**src/rtl/useq_pkg.sv**
```systemverilog
// Shared types for the micro-sequencer next-address logic.
package useq_pkg;

  localparam int UPC_W = 5;

  typedef enum logic [2:0] {
    SEQ   = 3'b000,
    JMP   = 3'b001,
    JC    = 3'b010,
    JNC   = 3'b011,
    CALL  = 3'b100,
    RET   = 3'b101,
    LDCNT = 3'b110,
    LOOP  = 3'b111
  } useq_op_t;

endpackage

```
**src/rtl/useq_stack.sv**
```systemverilog
// Return-address LIFO for the micro-sequencer.
// Only the occupancy counter is reset. Entries at or above the current depth
// are don't-care, so the storage array carries no reset.
module useq_stack #(
  parameter int UPC_W = 5,
  parameter int DEPTH = 2
) (
  input  logic             clk,
  input  logic             reset,
  input  logic             push,
  input  logic             pop,
  input  logic [UPC_W-1:0] push_data,
  output logic [UPC_W-1:0] top,
  output logic             full,
  output logic             empty,
  output logic [2:0]       depth
);

  localparam int AW = (DEPTH > 1) ? $clog2(DEPTH) : 1;

  logic [UPC_W-1:0] mem [DEPTH];
  logic [2:0]       depth_q;
  logic [AW-1:0]    wr_idx;
  logic [AW-1:0]    rd_idx;

  assign wr_idx = depth_q[AW-1:0];
  assign rd_idx = AW'(depth_q - 3'd1);
  assign full   = (depth_q == 3'(DEPTH));
  assign empty  = (depth_q == 3'd0);
  assign top    = mem[rd_idx];
  assign depth  = depth_q;

  // Occupancy: a push on a full stack and a pop on an empty stack are ignored.
  always_ff @(posedge clk or posedge reset) begin
    if (reset) begin
      depth_q <= 3'd0;
    end else if (push && !full) begin
      depth_q <= depth_q + 3'd1;
    end else if (pop && !empty) begin
      depth_q <= depth_q - 3'd1;
    end
  end

  // Storage: write the new return address into the first free slot.
  always_ff @(posedge clk) begin
    if (push && !full) begin
      mem[wr_idx] <= push_data;
    end
  end

endmodule

```
**src/rtl/useq_next_addr.sv**
```systemverilog
// Micro-sequencer next-address unit. It decodes the next-address opcode
// against the selected condition, the return stack and the loop counter. It
// drives the load/increment control and the load address of the micro-PC.
module useq_next_addr
  import useq_pkg::*;
#(
  parameter int UPC_W = 5,
  parameter int DEPTH = 2,
  parameter int NCOND = 4
) (
  input  logic                     clk,
  input  logic                     reset,
  input  logic                     hold,
  input  logic [UPC_W-1:0]         upc,
  input  useq_op_t                 op,
  input  logic [UPC_W-1:0]         target,
  input  logic [$clog2(NCOND)-1:0] cond_sel,
  input  logic [NCOND-1:0]         cond_in,
  output logic                     load_incr,
  output logic [UPC_W-1:0]         upc_next,
  output logic [2:0]               depth,
  output logic                     err
);

  logic             c;
  logic             push;
  logic             pop;
  logic             full;
  logic             empty;
  logic [UPC_W-1:0] top;
  logic [UPC_W-1:0] ret_addr;
  logic [UPC_W-1:0] cnt_q;
  logic             cnt_ld;
  logic             cnt_dec;
  logic             err_set;
  logic             err_q;

  assign c        = cond_in[cond_sel];
  // The return address wraps naturally at 2^UPC_W.
  assign ret_addr = upc + UPC_W'(1);
  assign err      = err_q;

  useq_stack #(
    .UPC_W (UPC_W),
    .DEPTH (DEPTH)
  ) u_stack (
    .clk       (clk),
    .reset     (reset),
    .push      (push),
    .pop       (pop),
    .push_data (ret_addr),
    .top       (top),
    .full      (full),
    .empty     (empty),
    .depth     (depth)
  );

  // Opcode decode. Reset and hold override every opcode, and no state-update strobes fire under either of them.
  always_comb begin
    load_incr = 1'b0;
    upc_next  = '0;
    push      = 1'b0;
    pop       = 1'b0;
    cnt_ld    = 1'b0;
    cnt_dec   = 1'b0;
    err_set   = 1'b0;
    if (reset) begin
      load_incr = 1'b1;
    end else if (hold) begin
      load_incr = 1'b1;
      upc_next  = upc;
    end else begin
      unique case (op)
        SEQ: ;
        JMP: begin
          load_incr = 1'b1;
          upc_next  = target;
        end
        JC, JNC: begin
          if (c == (op == JC)) begin
            load_incr = 1'b1;
            upc_next  = target;
          end
        end
        CALL: begin
          if (!full) begin
            push      = 1'b1;
            load_incr = 1'b1;
            upc_next  = target;
          end else begin
            err_set = 1'b1;
          end
        end
        RET: begin
          if (!empty) begin
            pop       = 1'b1;
            load_incr = 1'b1;
            upc_next  = top;
          end else begin
            err_set = 1'b1;
          end
        end
        LDCNT: cnt_ld = 1'b1;
        LOOP: begin
          if (cnt_q != '0) begin
            cnt_dec   = 1'b1;
            load_incr = 1'b1;
            upc_next  = target;
          end
        end
        default: ;
      endcase
    end
  end

  // Loop counter and the sticky stack-error flag. LDCNT wins over a pending decrement.
  always_ff @(posedge clk or posedge reset) begin
    if (reset) begin
      cnt_q <= '0;
      err_q <= 1'b0;
    end else begin
      if (cnt_ld) begin
        cnt_q <= target;
      end else if (cnt_dec) begin
        cnt_q <= cnt_q - UPC_W'(1);
      end
      if (err_set) begin
        err_q <= 1'b1;
      end
    end
  end

endmodule

```
**config.mk**
```make
export PLATFORM = sky130hd
export DESIGN_NAME = useq_next_addr
export DESIGN_NICKNAME = d
export VERILOG_FILES = /design/src/rtl/useq_pkg.sv /design/src/rtl/useq_stack.sv /design/src/rtl/useq_next_addr.sv
export SDC_FILE = /design/constraint.sdc
export NUM_CORES = 1
export LEC_CHECK = 0
export ABC_CLOCK_PERIOD_IN_PS = 2800
export CORE_AREA = 5 5 59 61
export CTS_CLUSTER_DIAMETER = 150
export CTS_CLUSTER_SIZE = 28
export DETAILED_ROUTE_END_ITERATION = 8
export DIE_AREA = 0 0 64 66
export PLACE_DENSITY_LB_ADDON = 0.15
export SYNTH_ARGS = -nofsm -noshare
export SYNTH_HDL_FRONTEND = slang
export SYNTH_SLANG_ARGS = --single-unit
```
**constraint.sdc**
```tcl
create_clock -name clk -period 2.8 [get_ports clk]
set_input_delay 0.56 -clock clk [delete_from_list [all_inputs] [get_ports clk]]
set_output_delay 0.56 -clock clk [all_outputs]
set_load 0.02 [all_outputs]
```
==> results of run 1 <==
## cells in the mapped netlist, types with 2 or more instances
library cell and n:
clkbuf_1 2, o31ai_1 4, nor2_1 5, nand3_1 5, nor2b_1 2, o22ai_1 2, o21ai_0 5, mux2_2 5
xnor2_1 5, a21oi_1 13, ha_1 7, o21ai_1 5, nand2_1 3, and2_1 2, inv_1 9, edfxtp_1 10
buf_2 3, nand2b_1 7, dfrtp_1 9, a22oi_1 4, nor3_1 3
## report_power, final
group | switching [uW] | total (uW) | internal (uW)
logic | 227 | 452 | 225
registers | 37.9 | 370 | 332
clock network | 91.6 | 147 | 55.6
## registers in the layout (all words and copies together), names as in the netlist
signal         count
cnt_q              5
err                1
u_stack.depth      3
u_stack.mem       10
## worst max-delay path: cells and delay by family
kind	cells	cell delay, ns
buf+inv	3	0.83
compound gates	3	0.64
simple gates	1	0.13
## layer usage
layer / up-vias / global-route usage
li1: 610 / -
met1: 611 / 0.1966
met2: 28 / 0.3706
met3: 2 / 0.02381
met4: 0 / 0.03117
met5: - / 0
## cells by family (layout without fill, tap and decap cells)
logic type      count (synthesis)  after routing
flops                          19             19
simple gates                   38             38
buf+inv                        14             66
xor+xnor                        6              6
compound gates                 43             43
fa+ha+maj                       7              7
mux                             7              7
## layout by cell type, fill, tap and decap left out, types with 4 or more instances in the layout
cell type        netlist  routed
xnor2_1                5       5
nand2b_1               7       7
mux2_2                 5       5
clkdlybuf4s50_1        0      17
dfrtp_1                9       9
ha_1                   7       7
nor2_1                 5       5
o21ai_1                5       5
a21oi_1               13      13
edfxtp_1              10      10
a22oi_1                4       4
o21ai_0                5       5
nand3_1                5       5
inv_1                  9       9
buf_4                  0      23
dlymetal6s2s_1         0       7
## metrics by stage
| stage | hold WS (ns) | worst slack, ns |
|---|---|---|
| 4_1_cts | 0.4945 | 0.004455 |
| 3_5_place_dp | 0.4594 | -0.5822 |
| 5_1_grt | 0.5339 | 0.009352 |
| 3_3_place_gp | 0.4535 | -0.5612 |
| 6_report | 0.5023 | 0.09006 |
| 2_1_floorplan | 0.3961 | 0.1791 |
## timing repair
item / in CTS / in global routing
resized for setup: 31 / 12
setup buffers: 2 / 1
pin swaps: 7 / 5
setup endpoints to repair: 6 / 5
## area by class of cell
type | count | area [sq um]
Inverter | 9 | 33.78
Fill cell | 255 | 982.2
Clock buffer | 4 | 26.28
Timing Repair Buffer | 53 | 485.5
Multi-Input combinational cell | 101 | 833.3
Sequential cell | 19 | 525.5
Tap cell | 33 | 41.29
## how the worst max path moves through the flow
stage / start / endpoint / cells after the start
2_1_floorplan: u_stack.depth[0]$_DFFE_PP0P_ / upc_next[0] / 7
3_3_place_gp: cond_sel[0] / upc_next[0] / 6
3_5_place_dp: cond_sel[0] / upc_next[0] / 6
4_1_cts: cond_in[3] / upc_next[0] / 6
5_1_grt: u_stack.depth[0]$_DFFE_PP0P_ / load_incr / 9
6_report: op[2] / upc_next[0] / 7
==> impl_metrics.py, run 1 <==
metrics = {
    "routing": {
        "dr_wl_met3_um": 117,
        "vias": 1251,
        "drc_errors": 0,
        "viasPerCell": 5.712,
        "drtIter0Drc": 66,
        "drt_wl_total_um": 3621,
        "first_pass_iters": 6,
        "wl_met1_um": 1461,
        "antenna_left": 0,
        "dr.max_layer_used": "met4",
        "dr_wl_met2_um": 2025,
        "wl_per_cell_um": 16.53,
    },
    "timing": {
        "tightest_slew_ns": 0.4165,
        "hold_viol": 0,
        "timing.fmax_ghz": 0.3690,
        "min_period_over_period": 0.9678,
        "fin_tns_setup_ns": 0,
        "maxSlewViolCount": 0,
        "setup_viol": 0,
        "period_minus_slack_ns": 2.710,
        "rsz0062_at_grt": "no",
        "finClkSkew_ns": 0.008769,
        "timing.slew.headroom": 0.7216,
    },
    "synthesis": {
        "synth_fa_ha_area_frac": 0.06404,
        "ys_top_cells_by_area": "edfxtp_1 22%, dfrtp_1 16%, ha_1 6.4%, a21oi_1 4.8%, mux2_2 4.1%",
        "synth-compound-area-share": 0.2168,
        "yosys_warnings": 0,
        "syn_area_sq_um": 1368,
        "synth_top_family_by_area": "compound AO/OA/AOI/OAI gates",
        "synth_edf_count": 10,
        "yosysUniqueCellTypes": 45,
        "netlist_instances": 134,
        "yosysTopAreaCell": "edfxtp_1",
        "synth_top_flop_cell": "edfxtp_1",
        "synth-simple-area-share": 0.1903,
        "ys_async_sr_fraction": 0.4737,
        "synth_top_area_share": 0.2196,
        "synthesis.nets": 163,
        "yosysSeqAreaShare": 0.3843,
        "synth_xor_area_frac": 0.03843,
        "ys_ff_latch": 19,
        "syn_avg_cell_area_sq_um": 10.21,
        "synthMuxAreaShare": 0.06496,
    },
    "floorplan": {
        "die_x_um": 64,
        "initial_core_util": 0.4671,
        "core-area_sq_um": 2928,
        "pin_count": 32,
        "die_area_sq_um": 4224,
        "die_h_um": 66,
        "row_count": 20,
    },
    "worst_setup_path": {
        "cp_cell_sequence": "clkdlybuf4s50_1 -> buf_4 -> nand3_1 -> o2bb2ai_4 -> o31ai_4 -> a221oi_2 -> buf_4",
        "path_class": "in2out",
        "regToRegSetupSlack_ns": 0.87,
        "crit_path_end_kind": "output port",
        "critical_path.slowest_cell": "clkdlybuf4s50_1",
        "crit_path_start_kind": "primary input",
        "arrival_ns": 2.15,
        "r2r_cells": 9,
        "crit_fanout": 6,
        "reg2reg_to": "u_stack.mem[1][0]$_DFFE_PP_",
        "worst_ep_required_time_ns": 2.24,
        "regToRegStartpoint": "u_stack.depth[0]$_DFFE_PP0P_",
        "crit_top_cell": "buf_4",
        "crit_path_max_incr_delay_ns": 0.50,
    },
    "status": {
        "run_status": "complete, no violations",
    },
    "worst_hold_path": {
        "min_to": "err$_DFFE_PP0P_",
        "hold_path_class": "reg2reg",
        "min_from": "err$_DFFE_PP0P_",
        "hold_path_depth": 2,
    },
    "placement": {
        "place.gp.congestion": 0.7508,
        "dp_cells": 212,
        "dp_hpwl_um": 2877,
        "port-buffer-count": 31,
        "postPlaceCellArea_sq_um": 1839,
    },
    "cts": {
        "cts_root_buf": "clkbuf_4",
        "cts_buffers": 3,
        "clockBufferDepth": 2,
        "holdBufCountCts": 0,
        "clk_pin_slew_ns": 0.12,
        "cts-htree-levels": 1,
        "clk_latency_ns": 0.31,
        "cts_tree": "done",
        "clock-sinks": 19,
    },
    "pwr": {
        "power_density_nw_per_um2": 498.3,
        "peakVddDrop_mv": 0.5527,
        "p_leak_uw": 0.0008284,
        "design_power_total_uw": 969.5,
    },
    "final_layout": {
        "area_delta_synth_final_pct": 42.27,
        "final_area_sq_um": 1946,
        "n_antenna_cell": 0,
        "post-route-util": 0.6645,
        "fin_nets": 216,
        "layout-drive-gt1-share": 0.2742,
        "fin_cells": 219,
    },
    "job": {
        "maxCapViolations": 0,
    },
    "global_route": {
        "grt_max_degree": 11,
        "grt_pass1_vias": 1369,
        "grt_overflow": 0,
        "grt_use_total": 0.1819,
        "grt_antenna_before_repair": 0,
        "grt_pass1_wl_um": 6092,
    },
}
Note: power is estimated with default switching activity, not from simulation.
==> run 2, diff against run 1 <==
--- a/config.mk
+++ b/config.mk
@@ -6,12 +6,13 @@
 export NUM_CORES = 1
 export LEC_CHECK = 0
 export ABC_CLOCK_PERIOD_IN_PS = 2800
-export CORE_AREA = 5 5 59 61
+export CORE_AREA = 5 5 58 60
+export CTS_BUF_LIST = sky130_fd_sc_hd__clkbuf_8
 export CTS_CLUSTER_DIAMETER = 150
 export CTS_CLUSTER_SIZE = 28
 export DETAILED_ROUTE_END_ITERATION = 8
-export DIE_AREA = 0 0 64 66
-export PLACE_DENSITY_LB_ADDON = 0.15
+export DIE_AREA = 0 0 63 65
+export PLACE_DENSITY = 0.8
 export SYNTH_ARGS = -nofsm -noshare
 export SYNTH_HDL_FRONTEND = slang
 export SYNTH_SLANG_ARGS = --single-unit
==> run 2 against run 1 <==
Effect of this change:
- global-route usage increased by 0.96 points
- clock power increased by 36%
- critical path depth unchanged
- routed wire length increased by 6.0%
- total power increased by 7.1%
- sequential power about the same
- setup slack got worse by 0.022 ns
- via count increased by 0.88%
- cell area increased by 2.1%
- critical path type unchanged
- critical endpoint is now upc_next[1]
- largest power group unchanged
==> impl_metrics.py, run 2 (synthesized netlist as in run 1, its figures left out) <==
metrics = {
    "global_route": {
        "grt_use_total": 0.1914,
        "grt_antenna_before_repair": 0,
        "grt_pass1_vias": 1321,
        "grt_max_degree": 12,
        "grt_overflow": 0,
        "grt_pass1_wl_um": 6196,
    },
    "placement": {
        "port-buffer-count": 31,
        "place.gp.congestion": 0.8747,
        "dp_slack_ns": -0.5828,
        "postPlaceCellArea_sq_um": 1854,
        "dp_hpwl_um": 2985,
    },
    "floorplan": {
        "die_x_um": 63,
        "core-area_sq_um": 2878,
        "initial_core_util": 0.4752,
        "die_area_sq_um": 4095,
        "die_h_um": 65,
        "row_count": 20,
        "pin_count": 32,
    },
    "worst_setup_path": {
        "crit_path_end_kind": "output port",
        "r2r_cells": 9,
        "worst_ep_required_time_ns": 2.24,
        "cp_cell_sequence": "dlygate4sd2_1 -> mux4_2 -> a21oi_4 -> buf_4 -> o31ai_1 -> a21oi_1 -> buf_4",
        "arrival_ns": 2.17,
        "regToRegSetupSlack_ns": 0.89,
        "path_class": "in2out",
        "critical_path.slowest_cell": "mux4_2",
        "crit_path_max_incr_delay_ns": 0.58,
        "crit_path_start_kind": "primary input",
        "regToRegStartpoint": "u_stack.depth[0]$_DFFE_PP0P_",
        "crit_fanout": 4,
        "crit_top_cell": "buf_4",
        "reg2reg_to": "u_stack.mem[1][2]$_DFFE_PP_",
    },
    "timing": {
        "hold_viol": 0,
        "finClkSkew_ns": 0.003133,
        "timing.fmax_ghz": 0.3661,
        "maxSlewViolCount": 0,
        "setup_slack_ns": 0.06846,
        "setup_viol": 0,
        "min_period_over_period": 0.9756,
        "tightest_slew_ns": 0.4002,
        "timing.slew.headroom": 0.7325,
        "period_minus_slack_ns": 2.732,
    },
    "cts": {
        "clockBufferDepth": 2,
        "cts_buffers": 3,
        "clk_latency_ns": 0.26,
        "cts_tree": "done",
        "cts_root_buf": "clkbuf_8",
        "clock-sinks": 19,
        "cts-htree-levels": 1,
        "clk_pin_slew_ns": 0.07,
    },
    "routing": {
        "first_pass_iters": 4,
        "antenna_left": 0,
        "wl_per_cell_um": 17.37,
        "drt_wl_total_um": 3839,
        "vias": 1262,
        "drc_errors": 0,
        "viasPerCell": 5.710,
        "drtIter0Drc": 95,
    },
    "final_layout": {
        "layout-drive-gt1-share": 0.2979,
        "most-common-layout-cells": "28 x buf_4, 16 x clkdlybuf4s50_1, 12 x a21oi_1",
        "final_area_sq_um": 1987,
        "area_delta_synth_final_pct": 45.29,
        "layout_commonest_cell": "buf_4",
        "n_antenna_cell": 0,
        "fin_nets": 218,
        "largest_register_ffs": 10,
        "largest-register": "u_stack.mem",
    },
    "pwr": {
        "design_power_total_uw": 1038,
        "p_leak_uw": 0.0008313,
        "peakVddDrop_mv": 0.4163,
        "power_density_nw_per_um2": 522.5,
    },
    "worst_hold_path": {
        "min_to": "err$_DFFE_PP0P_",
        "min_from": "err$_DFFE_PP0P_",
        "hold_path_depth": 2,
        "hold_path_class": "reg2reg",
    },
    "job": {
        "maxCapViolations": 0,
    },
    "status": {
        "run_status": "complete, no violations",
    },
}
## run 2: changes by cell type in the layout (fill, tap and decap cells not counted), moves of 2 or more
cell | before | now
buf_4 | 23 | 28
dlygate4sd2_1 | 1 | 5
clkbuf_4 | 3 | 0
clkbuf_8 | 0 | 3
dlymetal6s2s_1 | 7 | 4
buf_2 | 3 | 1
## run 2: stage by stage
step,hold WS [ns],utilization,TNS (ns),std cells
2_1_floorplan,0.3961,-,0,134
3_3_place_gp,0.4515,0.6443,-2.996,214
3_5_place_dp,0.4728,0.6443,-3.178,214
4_1_cts,0.4961,0.6617,0,218
5_1_grt,0.5489,0.6904,-0.001449,221
6_report,0.4870,0.6904,0,221
## run 2: report_power, final
group | internal (uW) | switching [uW] | total [uW]
registers | 333 | 38.4 | 371
clock network | 99.3 | 101 | 200
logic | 230 | 237 | 467
total | 661 | 377 | 1040
## run 2: what timing repair did
action | CTS | global route
buffers inserted | 0 | 3
setup endpoints to repair | 6 | 6
pin swaps | 6 | 8
hold buffers | 0 | 0
gates resized for setup | 35 | 14
## run 2: how the worst max path moves through the flow
stage / from / to / slack (ns) / depth (start not counted)
finish: cond_sel[0] / upc_next[1] / 0.07 / 7
global route: cond_sel[0] / upc_next[1] / -0.001 / 7
CTS: op[1] / load_incr / 0.01 / 7
detailed placement: cond_sel[0] / upc_next[0] / -0.58 / 6
global placement: cond_sel[0] / upc_next[0] / -0.55 / 6
floorplan: u_stack.depth[0]$_DFFE_PP0P_ / upc_next[0] / 0.18 / 7
## run 2: critical path, delay by kind of cell
| kind | cells | cell delay [ns] |
|---|---|---|
| compound gates | 3 | 0.50 |
| buf+inv | 3 | 0.54 |
| mux | 1 | 0.58 |
## run 2: metal layers
metal,up-vias,global-route usage,part of all wire
li1,616,-,-
met1,620,0.2194,0.40
met2,24,0.3679,0.56
met3,2,0.03120,0.039
met4,0,0.03979,0.0044
met5,-,0,0
## run 2: final cells by class
type / instances / area, sq um
inverter: 9 / 33.78
fill: 226 / 890.9
sequential: 19 / 525.5
tap: 33 / 41.29
timing repair buffer: 55 / 489.2
clock inverter: 1 / 5.005
multi-input combinational: 101 / 850.8
clock buffer: 3 / 41.29
==> run 3, diff against run 2 <==
--- a/config.mk
+++ b/config.mk
@@ -12,7 +12,9 @@
 export CTS_CLUSTER_SIZE = 28
 export DETAILED_ROUTE_END_ITERATION = 8
 export DIE_AREA = 0 0 63 65
+export MAX_ROUTING_LAYER = met4
 export PLACE_DENSITY = 0.8
+export SETUP_SLACK_MARGIN = 0.05
 export SYNTH_ARGS = -nofsm -noshare
 export SYNTH_HDL_FRONTEND = slang
 export SYNTH_SLANG_ARGS = --single-unit
==> run 3 against run 2 <==
Effect of this change:
- total power shrank 0.99%
- hold slack got worse by 0.0041 ns
- combinational power about the same
- clock-buffer cell count is the same
- cell area decreased by 1.0%
- final cell count decreased by 1.4%
- fmax increased by 2.1%
- first-iteration DRC count is 2.1% lower
- utilization shrank 0.70 points
- critical path type unchanged
==> impl_metrics.py, run 3 (synthesized netlist as in run 1, its figures left out) <==
metrics = {
    "status": {
        "run_status": "complete, no violations",
    },
    "timing": {
        "maxSlewViolCount": 0,
        "setup_viol": 0,
        "period_minus_slack_ns": 2.675,
        "min_period_over_period": 0.9554,
        "hold_viol": 0,
        "rsz0062_at_grt": "no",
        "timing.slew.headroom": 0.7496,
        "tightest_slew_ns": 0.3747,
        "finClkSkew_ns": 0.002595,
        "timing.fmax_ghz": 0.3738,
    },
    "cts": {
        "clockBufferDepth": 2,
        "cts-htree-levels": 1,
        "clk_pin_slew_ns": 0.07,
        "cts_buffers": 3,
        "cts_root_buf": "clkbuf_8",
        "holdBufCountCts": 0,
        "clk_latency_ns": 0.26,
        "cts_tree": "done",
        "clock-sinks": 19,
    },
    "pwr": {
        "intPower_uw": 656.1,
        "swShare": 0.3617,
        "power_density_nw_per_um2": 522.6,
        "p_leak_uw": 0.0008074,
        "peakVddDrop_mv": 0.5069,
        "p_sw_uw": 371.7,
        "pwr-share-seq": 0.362,
        "clock_power_share": 0.186,
        "p_comb_frac": 0.452,
    },
    "final_layout": {
        "n_antenna_cell": 0,
        "largest-register": "u_stack.mem",
        "fin_nets": 215,
        "layout_commonest_cell": "buf_4",
        "most-common-layout-cells": "25 x buf_4, 16 x clkdlybuf4s50_1, 11 x a21oi_1",
        "seq_area_sq_um": 525.5,
        "area_delta_synth_final_pct": 43.82,
        "fin_cells": 218,
        "largest_register_ffs": 10,
        "fill_cells": 226,
        "multi_input_area_sq_um": 852.1,
        "final_area_sq_um": 1967,
        "layout-drive-gt1-share": 0.2865,
    },
    "job": {
        "maxCapViolations": 0,
    },
    "floorplan": {
        "die_x_um": 63,
        "pin_count": 32,
        "initial_core_util": 0.4752,
        "row_count": 20,
        "core-area_sq_um": 2878,
        "die_area_sq_um": 4095,
        "die_h_um": 65,
    },
    "worst_hold_path": {
        "hold_path_depth": 2,
        "hold_path_class": "reg2reg",
    },
    "placement": {
        "dp_cells": 212,
        "dp_hpwl_um": 2985,
        "port-buffer-count": 31,
        "postPlaceCellArea_sq_um": 1839,
        "place.gp.congestion": 0.8771,
    },
    "global_route": {
        "grt_overflow": 0,
        "grt_use_total": 0.2027,
        "grt_pass1_vias": 1374,
        "grt_antenna_before_repair": 0,
        "grt.met2_usage": 0.3756,
        "busiest_layer": "met2",
        "met3_usage": 0.03466,
        "grt_pass1_wl_um": 6451,
        "use_met1": 0.2228,
        "grt_max_degree": 11,
    },
    "routing": {
        "first_pass_iters": 4,
        "viasPerCell": 6.014,
        "vias": 1311,
        "drtIter0Drc": 93,
        "drc_errors": 0,
        "antenna_left": 0,
        "drt_wl_total_um": 3935,
        "wl_per_cell_um": 18.05,
    },
    "worst_setup_path": {
        "arrival_ns": 2.12,
        "r2r_cells": 8,
        "worst_ep_required_time_ns": 2.24,
        "crit_path_end_kind": "output port",
        "crit_fanout": 5,
        "path_class": "in2out",
        "crit_path_start_kind": "primary input",
    },
}
## run 3: repair_timing
action / CTS / global route
resized for setup: 44 / 7
endpoints found under the hold margin: 0 / 0
pin swaps: 10 / 4
buffers inserted: 2 / 0
setup endpoints to repair: 6 / 6
## run 3: power groups by stage
stage,clock [uW],combinational [uW],sequential (uW)
2_1_floorplan,0,248,393
3_3_place_gp,0,426,373
3_5_place_dp,0,439,376
4_1_cts,193,458,372
5_1_grt,211,511,378
6_report,191,464,372
## run 3: layer usage
| metal | vias up | wire [um] |
|---|---|---|
| met5 | - | 0 |
| met1 | 657 | 1574 |
| met2 | 40 | 2169 |
| met3 | 4 | 160 |
| met4 | 0 | 29 |
| li1 | 610 | - |
## run 3: cell type report
cell class,count,area share
clock buffers,3,0.02099
clock inverters,1,0.001908
inverters,9,0.01718
multi-input cells,101,0.4332
flip-flops and latches,19,0.2672
well taps,33,0.02099
repair buffers,52,0.2385
## run 3: path summary, 6_finish.rpt
kind | startpoint | end | slack [ns]
worst max-delay path | cond_sel[0] | upc_next[1] | 0.12
worst min-delay path | err$_DFFE_PP0P_ | err$_DFFE_PP0P_ | 0.48
worst max register to register | u_stack.depth[0]$_DFFE_PP0P_ | u_stack.mem[0][2]$_DFFE_PP_ | 0.86
worst min register to register | err$_DFFE_PP0P_ | err$_DFFE_PP0P_ | 0.48
max in group asynchronous | reset | u_stack.depth[2]$_DFFE_PP0P_ | 1.82
min in group asynchronous | reset | cnt_q[2]$_DFFE_PP0P_ | 0.83
## run 3: through the flow
stage               setup TNS, ns  worst slack (ns)  hold slack [ns]    util  power (uW)
global route                    0           0.06569           0.5261  0.6835        1101
floorplan                       0            0.1791           0.3961       -       640.3
CTS                             0           0.03807           0.4952  0.6739        1022
detailed placement         -3.156           -0.5804           0.4725  0.6391       815.0
global placement           -3.055           -0.5573           0.4507  0.6391       798.6
finish                          0            0.1249           0.4829  0.6835        1028
## run 3: worst max-delay path: stages
cell,delay [ns]
dlygate4sd2_1,0.22
mux4_2,0.57
a21oi_4,0.22
buf_12,0.14
o31ai_4,0.08
a21oi_2,0.16
buf_4,0.16
